`config.mk`:
```
export PLATFORM = sky130hd
export DESIGN_NAME = operand_fwd_mux
export DESIGN_NICKNAME = d
export VERILOG_FILES = /design/src/rtl/operand_fwd_mux.sv
export SDC_FILE = /design/constraint.sdc
export NUM_CORES = 1
export LEC_CHECK = 0
export CAP_MARGIN = 30
export CELL_PAD_IN_SITES_DETAIL_PLACEMENT = 0
export CELL_PAD_IN_SITES_GLOBAL_PLACEMENT = 1
export CORE_MARGIN = 1
export CORE_UTILIZATION = 22
export DETAILED_ROUTE_END_ITERATION = 16
export PLACE_DENSITY_LB_ADDON = 0.1
export SYNTH_ARGS = -nofsm -noshare
export SYNTH_HDL_FRONTEND = slang
export SYNTH_SLANG_ARGS = --single-unit
export TNS_END_PERCENT = 5
```
`constraint.sdc`:
```
create_clock -name clk -period 1.2 [get_ports clk]
set_input_delay 0.12 -clock clk [delete_from_list [all_inputs] [get_ports clk]]
set_output_delay 0.12 -clock clk [all_outputs]
set_load 0.02 [all_outputs]
```
`src/rtl/operand_fwd_mux.sv`:
```
// Purpose: N-way EX-stage operand forwarding mux that freezes the selected operand while the stage stalls.
// Latency: 0 cycles select/in_data -> out_data when live; a captured operand appears the cycle after the first stall edge.
// Backpressure: stall freezes the operand (first stall edge captures, later stall edges hold); flush drops any capture.
module operand_fwd_mux #(
    parameter int DATA_W = 16,
    parameter int NUM_IN = 4,
    parameter int SEL_W  = 2
) (
    input  logic                     clk,
    input  logic                     rst,
    input  logic [NUM_IN*DATA_W-1:0] in_data,
    input  logic [SEL_W-1:0]         select,
    input  logic                     stall,
    input  logic                     flush,
    output logic [DATA_W-1:0]        out_data,
    output logic                     held,
    output logic                     sel_err
);

    // One-bit state: LIVE passes the mux through, HOLD replays the capture register.
    localparam logic [0:0] ST_LIVE = 1'b0;
    localparam logic [0:0] ST_HOLD = 1'b1;

    // Highest legal select code; unused codes fall back to this source.
    localparam logic [SEL_W-1:0] LAST_SEL = SEL_W'(NUM_IN - 1);

    logic [DATA_W-1:0] src [NUM_IN];
    logic [DATA_W-1:0] mux_v;
    logic [DATA_W-1:0] hold_q;
    logic [0:0]        hold_vld;
    logic              sel_oob;

    // Split the packed source bus into one word per forwarding source.
    for (genvar k = 0; k < NUM_IN; k++) begin : g_src
        assign src[k] = in_data[k*DATA_W +: DATA_W];
    end

    // Out-of-range codes only exist when the select field has spare encodings.
    if (NUM_IN < (2 ** SEL_W)) begin : g_oob
        assign sel_oob = (select > LAST_SEL);
    end else begin : g_no_oob
        assign sel_oob = 1'b0;
    end

    // Live source select; the last source doubles as the default for every unused code.
    always_comb begin
        mux_v = src[NUM_IN-1];
        for (int k = 0; k < NUM_IN - 1; k++) begin
            if (select == SEL_W'(k)) begin
                mux_v = src[k];
            end
        end
    end

    // Capture/hold state: flush beats stall, the first stall edge captures, release returns to live.
    always_ff @(posedge clk) begin
        if (rst) begin
            hold_q   <= '0;
            hold_vld <= ST_LIVE;
        end else if (flush) begin
            hold_q   <= '0;
            hold_vld <= ST_LIVE;
        end else if (stall) begin
            if (hold_vld == ST_LIVE) begin
                hold_q   <= mux_v;
                hold_vld <= ST_HOLD;
            end
        end else begin
            // hold_q keeps its stale value; it is not visible while live.
            hold_vld <= ST_LIVE;
        end
    end

    // Sticky bad-select flag; a select seen while holding is not in use, so it is ignored.
    always_ff @(posedge clk) begin
        if (rst) begin
            sel_err <= 1'b0;
        end else if ((hold_vld == ST_LIVE) && sel_oob) begin
            sel_err <= 1'b1;
        end
    end

    // Output steering: captured value while holding, live mux otherwise.
    always_comb begin
        out_data = (hold_vld == ST_HOLD) ? hold_q : mux_v;
    end

    assign held = hold_vld[0];

endmodule

```
==> metrics.md <==
| Metric | Value |
|---|---|
| Area growth syn-to-layout | `92.5%` |
| DR vias | `1258` |
| Post-route antenna net violation count | `0` |
| Final setup vio count | `16` |
| Unrepaired setup endpoints after global routing | `true` |
| Crit-path leading delay family | `multiplexers` |
| CTS Buffer Depth | `2` |
| Max Cap Viol | `0` |
| Hold path depth | `2` |
| Synthesized area | `1210 um^2` |
| FF-to-FF Start | `held` |
| Status | `complete, but fails checks` |
| Final period util | `1.18` |
| Commonest cells after routing, fill and taps aside | `dlygate4sd2_1, nand2_1, buf_6` |
| R2R depth | `5` |
| CP most frequent cell | `buf_12` |
| First-pass GRT wire length | `6800 um` |
| Most common cell after layout, fill and taps aside | `dlygate4sd2_1` |
| CTS tree | `built` |
| Syn Area/Cell | `10.5 um^2` |
| CP endpoint kind | `output port` |
| Layout filler cell count | `527` |
| Max VDD drop | `0.401 mV` |
| Critical path's largest stage delay | `0.52 ns` |
| Clk_skew | `0.00417 ns` |
| Sequential area share after synthesis | `0.280` |
| Antenna cells | `0` |
| Placed wire-length estimate | `3000 um` |
| Worst hold slack | `0.456 ns` |
| Initial Util | `0.233` |
| Beginning of the critical path | `select[0]` |
| Remaining DRCs | `0` |
| Crit-path slowest cell | `mux4_2` |
| Die Wd | `76.3 um` |
| H-Tree Level Count | `1` |
| Critical Path Fanout Max | `6` |
| Fin worst setup slack | `-0.215 ns` |
| Total track usage | `0.150` |
| FP Rows | `26` |
| Global placement routability congestion | `0.730` |
| Routed vias/inst | `4.48` |
| Multi-input gate area | `837 um^2` |
| Min-delay worst type | `flip-flop to flip-flop` |
| CP arrival | `1.29 ns` |
| HP Start | `hold_q[4]` |
| Largest net degree at the start of global routing | `18` |
| Root Driver | `clkbuf_8` |
| Final core occ | `0.449` |
| Min Clock Period, post-route | `1.41 ns` |
| Flops & latches, synth | `17` |
| Drt pass-1 iters | `4` |
| Core area | `5200 um^2` |
| Power Density | `785 nW/um^2` |
| Post-Syn Nets | `186` |
| DR iter-0 viols | `25` |
| F_max | `707 MHz` |
| Max-slew violations | `0` |
| Port Buffers | `86` |
| Reg clk slew, reported paths | `0.06 ns` |
| Share of layout cells above drive strength 1 | `0.360` |
| Die Area | `5820 um^2` |
| Cell count after placement | `271` |
| Number of global-route vias before repair | `1343` |
| Fin nets | `282` |
| Die Span Y | `76.3 um` |
| Leak Pwr | `1.04 nW` |
| CP startpoint kind | `input pin` |
| CTS sink cnt | `17` |
| Synth warn | `0` |
| Final Hold Vio Count | `0` |
| Antenna violations before repair | `0` |
| CP cell instances | `buf_12, buf_12, mux4_2, mux2_4, buf_6` |
| Worst Path Required | `1.08 ns` |
| Num CTS Buffers | `3` |
| CP Buf/Inv Count | `3` |
| Mapped Cells | `116` |
| Post-Place Worst Slack | `-1.16 ns` |
| WP depth | `5` |
| Critical path start-end classification | `input pin to output port` |
| DR WL/cell | `14.8 um` |
| Global route overflow | `0` |
| I/O pins | `88` |
| Reg area | `342 um^2` |
| Final Non-Filler Cells | `281` |
| Failing checks | `setup timing` |
| Distinct cell type count after synthesis | `17` |
| Skew-Pair Late Insertion Delay | `0.25 ns` |
| DRT Wirelength | `4160 um` |
path summary, 6_finish.rpt:
kind                                      to  slack [ns]
worst min register to register     hold_q[4]        0.46
worst min-delay path               hold_q[4]        0.46
worst max register to register    hold_q[13]        0.11
worst max-delay path            out_data[13]       -0.21
worst register-to-register path, cell delays in order (launching register included):
cell	delay [ns]
dfxtp_2	0.37
buf_12	0.17
nand2b_4	0.14
buf_4	0.15
nand2_1	0.06
a21oi_1	0.14
area by class of cell:
cell class                      count  share of cell area
Clock buffer                        4              0.0193
Inverter                            1             0.00161
Multi-Input combinational cell     85               0.358
Sequential cell                    17               0.146
Tap cell                           70              0.0375
Timing Repair Buffer              104               0.438
state kept, by name, indices dropped and copies added, names as in the netlist:
| register | cells |
|---|---|
| held | 1 |
| hold_q | 16 |
what timing repair did:
item | CTS | global route
cloned | 2 | 0
hold buffers | 0 | 0
hold endpoints to repair | 0 | 0
setup endpoints to repair | 33 | 23
resized for setup | 192 | 2
setup buffers | 1 | 3
synthesized netlist by cell type:
master / instances / area share
conb_1: 1 / 0.0031
mux4_1: 6 / 0.13
nand2b_1: 1 / 0.0052
buf_6: 1 / 0.0093
dfxtp_1: 17 / 0.28
nor2b_1: 1 / 0.0052
buf_2: 4 / 0.016
clkbuf_1: 6 / 0.019
inv_1: 1 / 0.0031
nor2_1: 1 / 0.0031
nand2_1: 32 / 0.099
buf_4: 1 / 0.0062
buf_12: 1 / 0.016
mux4_2: 10 / 0.19
a21oi_1: 16 / 0.066
mux2_2: 16 / 0.15
or2_2: 1 / 0.0052
metrics by stage:
stage	instance area [um^2]	TNS [ns]	total power, mW
finish	2340	-3.16	1.84
global route	2340	-3.73	1.94
CTS	2310	-3.35	1.84
detailed placement	2250	-25.02	1.40
global placement	2250	-24.52	1.39
floorplan	1270	-1.46	0.993
routing by layer:
layer  vias to the layer above  routed length, um  track usage
li1                        605                  -            -
met1                       596               1780        0.190
met2                        55               2090        0.263
met3                         2                254       0.0180
met4                         0                 34       0.0462
met5                         -                  0            0
power by group:
group,internal (mW),switching [mW],total (mW)
Clock,0.235,0.195,0.430
Sequential,0.586,0.0118,0.598
Combinational,0.501,0.308,0.808
cell families (layout without fill, tap and decap cells):
logic type             Yosys count  in the layout  synth area share
AND/OR/NAND/NOR                 36             36             0.117
multiplexers                    32             32             0.463
flip-flops                      17             17             0.280
AO/OA/AOI/OAI                   16             16            0.0659
buffers and inverters           14            109            0.0700
other                            1              1           0.00309
No activity file was read; power rests on OpenSTA's default activity.
